File: src/rtl/uart_echo_buffer.sv
// -----------------------------------------------------------------------------
// uart_echo_buffer
//   Buffers bytes from a UART receiver in a circular FIFO and replays them to
//   the UART transmitter over a send/busy handshake, so the link echoes what
//   it receives. Draining can be held off with a level enable (typically a
//   debounced push-button) to release the buffered bytes in bursts.
//
// Optional feature (compile-time macro ECHO_UPPERCASE_EN):
//   When defined, lowercase ASCII 'a'..'z' is stored as 'A'..'Z' on the write
//   path, with no added latency. When undefined, bytes are stored verbatim.
//
// Parameters:
//   DEPTH        FIFO entries (power of two, >= 2)
//   DATA_W       byte width
//   BUSY_TIMEOUT max cycles to wait for i_tx_busy to rise after a send pulse
//
// Ports:
//   i_clk            system clock, rising edge
//   i_rst_n          synchronous active-low reset
//   i_rx_data_valid  one-cycle strobe, i_rx_data valid this cycle
//   i_rx_data        received byte
//   i_drain_en       level, 1 = FIFO may be drained to the transmitter
//   i_tx_busy        high while the transmitter shifts a frame
//   o_tx_send        one-cycle transmit request pulse
//   o_tx_data        byte presented to the transmitter (registered)
//   o_fifo_count     occupancy 0..DEPTH
//   o_fifo_empty     occupancy == 0
//   o_fifo_full      occupancy == DEPTH
//   o_overflow       sticky, set when a byte is dropped
// -----------------------------------------------------------------------------
module uart_echo_buffer #(
    parameter int DEPTH        = 16,
    parameter int DATA_W       = 8,
    parameter int BUSY_TIMEOUT = 15,
    localparam int PTR_W       = $clog2(DEPTH),
    localparam int CNT_W       = $clog2(DEPTH) + 1,
    localparam int TO_W        = $clog2(BUSY_TIMEOUT + 1)
) (
    input  logic              i_clk,
    input  logic              i_rst_n,
    input  logic              i_rx_data_valid,
    input  logic [DATA_W-1:0] i_rx_data,
    input  logic              i_drain_en,
    input  logic              i_tx_busy,
    output logic              o_tx_send,
    output logic [DATA_W-1:0] o_tx_data,
    output logic [CNT_W-1:0]  o_fifo_count,
    output logic              o_fifo_empty,
    output logic              o_fifo_full,
    output logic              o_overflow
);

    typedef enum logic [2:0] {
        S_IDLE       = 3'd0,
        S_LOAD       = 3'd1,
        S_SEND       = 3'd2,
        S_WAIT_START = 3'd3,
        S_WAIT_DONE  = 3'd4
    } state_t;

    localparam logic [CNT_W-1:0] CNT_FULL = CNT_W'(DEPTH);
    localparam logic [TO_W-1:0]  TO_LAST  = TO_W'(BUSY_TIMEOUT - 1);

    // Write-path byte transform; identity unless the uppercase echo is built in.
    function automatic logic [DATA_W-1:0] f_store_byte(input logic [DATA_W-1:0] d);
`ifdef ECHO_UPPERCASE_EN
        if ((d >= DATA_W'(8'h61)) && (d <= DATA_W'(8'h7A))) begin
            return d - DATA_W'(8'h20);
        end else begin
            return d;
        end
`else
        return d;
`endif
    endfunction

    logic [DATA_W-1:0] r_mem [DEPTH];
    logic [PTR_W-1:0]  r_wr_ptr;
    logic [PTR_W-1:0]  r_rd_ptr;
    logic [CNT_W-1:0]  r_count;
    logic              r_empty;
    logic              r_full;
    logic              r_overflow;
    logic              r_tx_send;
    logic [DATA_W-1:0] r_tx_data;
    logic [TO_W-1:0]   r_to_cnt;
    state_t            r_state;

    logic              w_pop;
    logic              w_push;
    logic              w_drop;
    logic [CNT_W-1:0]  w_count_nxt;
    logic [TO_W-1:0]   w_to_nxt;
    state_t            w_state_nxt;

    // A pop frees a slot in the same cycle, so a push at full is still accepted then.
    assign w_pop  = (r_state == S_LOAD);
    assign w_push = i_rx_data_valid && (!r_full || w_pop);
    assign w_drop = i_rx_data_valid && r_full && !w_pop;

    // Next occupancy from the push/pop pair.
    always_comb begin
        w_count_nxt = r_count;
        case ({w_push, w_pop})
            2'b10:   w_count_nxt = r_count + CNT_W'(1);
            2'b01:   w_count_nxt = r_count - CNT_W'(1);
            default: w_count_nxt = r_count;
        endcase
    end

    // FIFO storage write port; contents need no reset since pointers gate reads.
    always_ff @(posedge i_clk) begin
        if (i_rst_n && w_push) begin
            r_mem[r_wr_ptr] <= f_store_byte(i_rx_data);
        end
    end

    // FIFO pointers, occupancy, flags and sticky overflow.
    always_ff @(posedge i_clk) begin
        if (!i_rst_n) begin
            r_wr_ptr   <= {PTR_W{1'b0}};
            r_rd_ptr   <= {PTR_W{1'b0}};
            r_count    <= {CNT_W{1'b0}};
            r_empty    <= 1'b1;
            r_full     <= 1'b0;
            r_overflow <= 1'b0;
        end else begin
            if (w_push) begin
                r_wr_ptr <= r_wr_ptr + PTR_W'(1);
            end
            if (w_pop) begin
                r_rd_ptr <= r_rd_ptr + PTR_W'(1);
            end
            if (w_drop) begin
                r_overflow <= 1'b1;
            end
            r_count <= w_count_nxt;
            r_empty <= (w_count_nxt == {CNT_W{1'b0}});
            r_full  <= (w_count_nxt == CNT_FULL);
        end
    end

    // TX handshake next-state and timeout counter.
    always_comb begin
        w_state_nxt = r_state;
        w_to_nxt    = r_to_cnt;
        case (r_state)
            S_IDLE: begin
                if (!r_empty && i_drain_en && !i_tx_busy) begin
                    w_state_nxt = S_LOAD;
                end else begin
                    w_state_nxt = S_IDLE;
                end
            end
            S_LOAD: begin
                w_state_nxt = S_SEND;
            end
            S_SEND: begin
                w_to_nxt    = {TO_W{1'b0}};
                w_state_nxt = S_WAIT_START;
            end
            S_WAIT_START: begin
                // A transmitter that never acknowledges must not hang the echo.
                if (i_tx_busy) begin
                    w_state_nxt = S_WAIT_DONE;
                end else if (r_to_cnt == TO_LAST) begin
                    w_state_nxt = S_IDLE;
                end else begin
                    w_to_nxt    = r_to_cnt + TO_W'(1);
                    w_state_nxt = S_WAIT_START;
                end
            end
            S_WAIT_DONE: begin
                if (!i_tx_busy) begin
                    w_state_nxt = S_IDLE;
                end else begin
                    w_state_nxt = S_WAIT_DONE;
                end
            end
            default: begin
                w_state_nxt = S_IDLE;
                w_to_nxt    = {TO_W{1'b0}};
            end
        endcase
    end

    // TX state register plus registered send pulse and data byte.
    always_ff @(posedge i_clk) begin
        if (!i_rst_n) begin
            r_state   <= S_IDLE;
            r_to_cnt  <= {TO_W{1'b0}};
            r_tx_send <= 1'b0;
            r_tx_data <= {DATA_W{1'b0}};
        end else begin
            r_state   <= w_state_nxt;
            r_to_cnt  <= w_to_nxt;
            // Pulse is high exactly while the FSM sits in SEND.
            r_tx_send <= (w_state_nxt == S_SEND);
            if (w_pop) begin
                r_tx_data <= r_mem[r_rd_ptr];
            end
        end
    end

    assign o_tx_send    = r_tx_send;
    assign o_tx_data    = r_tx_data;
    assign o_fifo_count = r_count;
    assign o_fifo_empty = r_empty;
    assign o_fifo_full  = r_full;
    assign o_overflow   = r_overflow;

endmodule

File: config.mk
export PLATFORM = sky130hd
export DESIGN_NAME = uart_echo_buffer
export DESIGN_NICKNAME = d
export VERILOG_FILES = /design/src/rtl/uart_echo_buffer.sv
export SDC_FILE = /design/constraint.sdc
export NUM_CORES = 1
export LEC_CHECK = 0
export CORE_MARGIN = 2
export CORE_UTILIZATION = 25
export CTS_CLUSTER_SIZE = 20
export DETAILED_ROUTE_END_ITERATION = 16
export GPL_TIMING_DRIVEN = 1
export SLEW_MARGIN = 20
export SYNTH_ARGS = -nofsm -noshare
export SYNTH_HDL_FRONTEND = slang
export SYNTH_SLANG_ARGS = --single-unit
File: constraint.sdc
create_clock -name i_clk -period 3.58 [get_ports i_clk]
set_clock_uncertainty 0.1 [all_clocks]
set_input_delay 0.537 -clock i_clk [delete_from_list [all_inputs] [get_ports i_clk]]
set_output_delay 0.537 -clock i_clk [all_outputs]
set_load 0.02 [all_outputs]
==> flow_metrics.py, run 1 <==
metrics = {
    "cells_and_area": {
        "final_common_cell": "edfxtp_1",
        "design.final.nets": 455,
        "stdcell_area_um2": 7820,
        "layout_common_cells": "edfxtp_1 (128), nor2_1 (40), dfxtp_1 (31), clkdlybuf4s50_1 (29), mux4_1 (23)",
        "layout-drive-gt1-share_pct": 15.3,
        "antennaDiodeCount": 0,
        "synthToLayoutAreaGrowth_pct": 19.4,
        "final_core_util_pct": 30.2,
        "fillCellCount": 2506,
    },
    "worst_setup_path": {
        "critical_path.reg2reg.endpoint": "o_fifo_full",
        "crit_path_max_incr_delay_ns": 0.43,
        "type_of_destination_of_the_critical_path": "flip-flop",
        "crit_path_start": "r_state[0]",
        "worst_ep_required_time_ns": 3.81,
        "crit_type": "reg -> reg",
        "reg2regPathDepth": 11,
        "crit_path_cell_trace": "or3b_1, buf_4, inv_1, ha_1, xor2_1, ha_1, nor2_1, o31a_1, o211ai_1, xnor2_1, nor3b_1",
        "crit_path_frequent_cell": "ha_1",
        "worstPathArrival_ns": 3.35,
        "worst_setup_path_start_kind": "flip-flop",
        "crit_path_end": "o_fifo_full",
        "crit-reg2reg-launch": "r_state[0]",
        "critical_path.n_buffers_inverters": 2,
        "critPathSlowestCell": "or3b_1",
        "path_delay_family": "simple AND/OR/NAND/NOR gates",
        "reg2reg_slack_ns": 0.45,
        "path_max_fanout": 12,
        "crit_cells": 11,
    },
    "detailed_routing": {
        "drtIter0Drc": 327,
        "dr_wl_met3_um": 682,
        "totalWireLength_um": 13100,
        "via_count": 3422,
        "drt.antenna.violating_nets": 0,
        "wire_per_inst_um": 16.8,
        "route.detailed.drc": 0,
        "vias_per_cell": 4.39,
        "met1Wirelength_um": 5740,
        "route.met2.wl_um": 6580,
        "number_of_iterations_in_the_first_detailed_routing_pass": 4,
        "top_signal_layer_used": "met4",
    },
    "timing": {
        "fmaxAchievable_mhz": 320,
        "maxSlewHeadroom_pct": 45.8,
        "timing_hold_violations_final": 0,
        "setup_ws_final_ns": 0.454,
        "worst_hold_slack_ns": 0.365,
        "post-route-period-util_pct": 87.3,
        "timing.setup.tns_ns": 0,
        "count_of_pins_over_their_slew_limit": 0,
        "rsz0062_at_grt": "no",
        "worst_pin_slew_ns": 0.812,
        "final.min_clock_period_ns": 3.13,
        "report.final.setup_viol": 0,
    },
    "logic_synthesis": {
        "synthDominantAreaCellType": "edfxtp_1",
        "postSynthAreaPerCell_um2": 17.2,
        "ys_warn_count": 0,
        "synth.distinct_cells": 49,
        "number_of_enable_type_register_cells_in_the_synthesized_netlist": 128,
        "synthesis.area_um2": 6550,
        "dominantRegCellSynth": "edfxtp_1",
        "synth_nets": 404,
        "yosys-top-cells-area": "edfxtp_1 (59%), dfxtp_1 (9.8%), mux4_1 (9.2%)",
        "yosys_register_bits": 160,
        "seq_area_frac_synth_pct": 68.5,
        "synthDominantCellAreaShare_pct": 58.7,
        "synth-async-reset-ratio_pct": 0,
        "post_synth_inst_count": 381,
    },
    "placed_design": {
        "placedInstanceArea_um2": 7230,
        "place_worst_setup_slack_ns": 0.269,
        "place_congestion": 0.741,
        "io_buffer_count": 29,
        "hpwlAfterDp_um": 8660,
    },
    "die": {
        "floorplan.die_area_um2": 27500,
        "design.portCount": 30,
        "initial_core_util_pct": 25.3,
        "fp.dieH_um": 166,
        "rows": 59,
        "floorplan.die.width_um": 166,
        "core-area_um2": 25900,
    },
    "global_routing": {
        "largest_net_degree_at_the_start_of_global_routing": 21,
        "grt_util_all_layers_pct": 9.86,
        "grt_pass1_vias": 3493,
        "antenna_found_initial": 0,
        "gr-total-overflow": 0,
        "grt_first_pass_wirelength_um": 20400,
    },
    "clock_tree": {
        "clk_path_buf_depth": 2,
        "post_cts_hold_buffer_count": 0,
        "cts_max_level": 4,
        "clock_root_buffer": "clkbuf_16",
        "clk-insertion-delay-late_ns": 0.42,
        "cts.reportedPaths.clkPinSlew_ns": 0.06,
        "cts-buffers-inserted": 17,
        "post_cts_buffers": 0,
        "cts_resized": 0,
        "clock_tree_from_tritoncts": "done",
        "clock_sinks": 160,
    },
    "run": {
        "drv_cap": 0,
    },
    "power": {
        "power_density_nw_per_um2": 525,
        "static-leakage-power_nw": 2.57,
        "ir_drop_mv": 0.417,
    },
    "outcome": {
        "outcome": "completed",
    },
    "hold_path": {
        "type_of_the_most_critical_hold_path": "reg -> reg",
    },
}
==> kinds of logic (layout without fill, tap and decap cells) <==
logic type / Yosys count / in the layout / synth area share [%]
multiplexers: 34 / 34 / 12.6
AO/OA/AOI/OAI: 53 / 53 / 5.77
flip-flops: 160 / 160 / 68.5
adder cells (fa/ha/maj): 10 / 10 / 1.91
XOR/XNOR: 13 / 13 / 1.74
buffers and inverters: 29 / 93 / 3.55
AND/OR/NAND/NOR: 82 / 82 / 5.91
==> power breakdown <==
group	switching [mW]	internal (mW)
clock	0.712	1.06
sequential	0.0367	2.04
combinational	0.135	0.122
total	0.884	3.22
==> state kept, by name (all words and copies together) (netlist names) <==
signal        cells
o_fifo_count      5
o_fifo_empty      1
o_fifo_full       1
o_overflow        1
o_tx_data         8
o_tx_send         1
r_mem           128
r_rd_ptr          4
r_state           3
r_to_cnt          4
r_wr_ptr          4
==> final cells by class <==
cell class	instances	area [um^2]	area share [%]
inverter	10	37.5	0.480
sequential	160	4490	57.4
multi-input combinational	192	1830	23.4
clock inverter	10	96.3	1.23
tap	335	419	5.36
timing repair buffer	51	455	5.82
clock buffer	22	495	6.34
==> per-layer routing <==
layer  track usage (%)  vias to the layer above
li1                  -                     1608
met1              12.3                     1755
met2              16.2                       55
met3              2.79                        4
met4              3.74                        0
met5                 0                        -
==> stage by stage <==
step           power (mW)  std cells
6_report             4.11        780
5_1_grt              4.26        780
4_1_cts              4.15        780
3_5_place_dp         2.37        748
3_3_place_gp         2.36        748
2_1_floorplan        2.28        381
==> cell usage after synthesis, drive strengths merged, types with 7 or more instances <==
cell type,instances
a21oi,9
a221oi,8
a22o,9
buf,8
clkbuf,9
dfxtp,32
edfxtp,128
ha,10
inv,10
mux4,32
nand2,11
nand3,12
nor2,40
o21ai,15
xor2,7
==> worst min path at each step <==
stage / from / endpoint / slack, ns / cells past startpoint
2_1_floorplan: r_to_cnt[3] / r_to_cnt[3] / 0.38 / 2
3_3_place_gp: o_tx_data[0] / o_tx_data[0] / 0.35 / 2
3_5_place_dp: o_tx_data[0] / o_tx_data[0] / 0.36 / 2
4_1_cts: o_tx_data[0] / o_tx_data[0] / 0.37 / 2
5_1_grt: o_tx_data[1] / o_tx_data[1] / 0.38 / 2
6_report: o_tx_data[0] / o_tx_data[0] / 0.36 / 2
==> worst reg2reg max path, stage by stage, from the launching register on <==
cell and delay, ns:
dfxtp_1 0.40, or3b_1 0.43, buf_4 0.21, inv_1 0.18, ha_1 0.36, xor2_1 0.19
ha_1 0.22, nor2_1 0.08, o31a_1 0.26, o211ai_1 0.22, xnor2_1 0.18, nor3b_1 0.21
(Power assumes the default switching activity.)
==> run 2: changes to the inputs <==
Settings changed: CTS_CLUSTER_DIAMETER from default to 120.
==> results of run 2 <==
The final DEF is identical to that of run 1; final timing and power are the same.
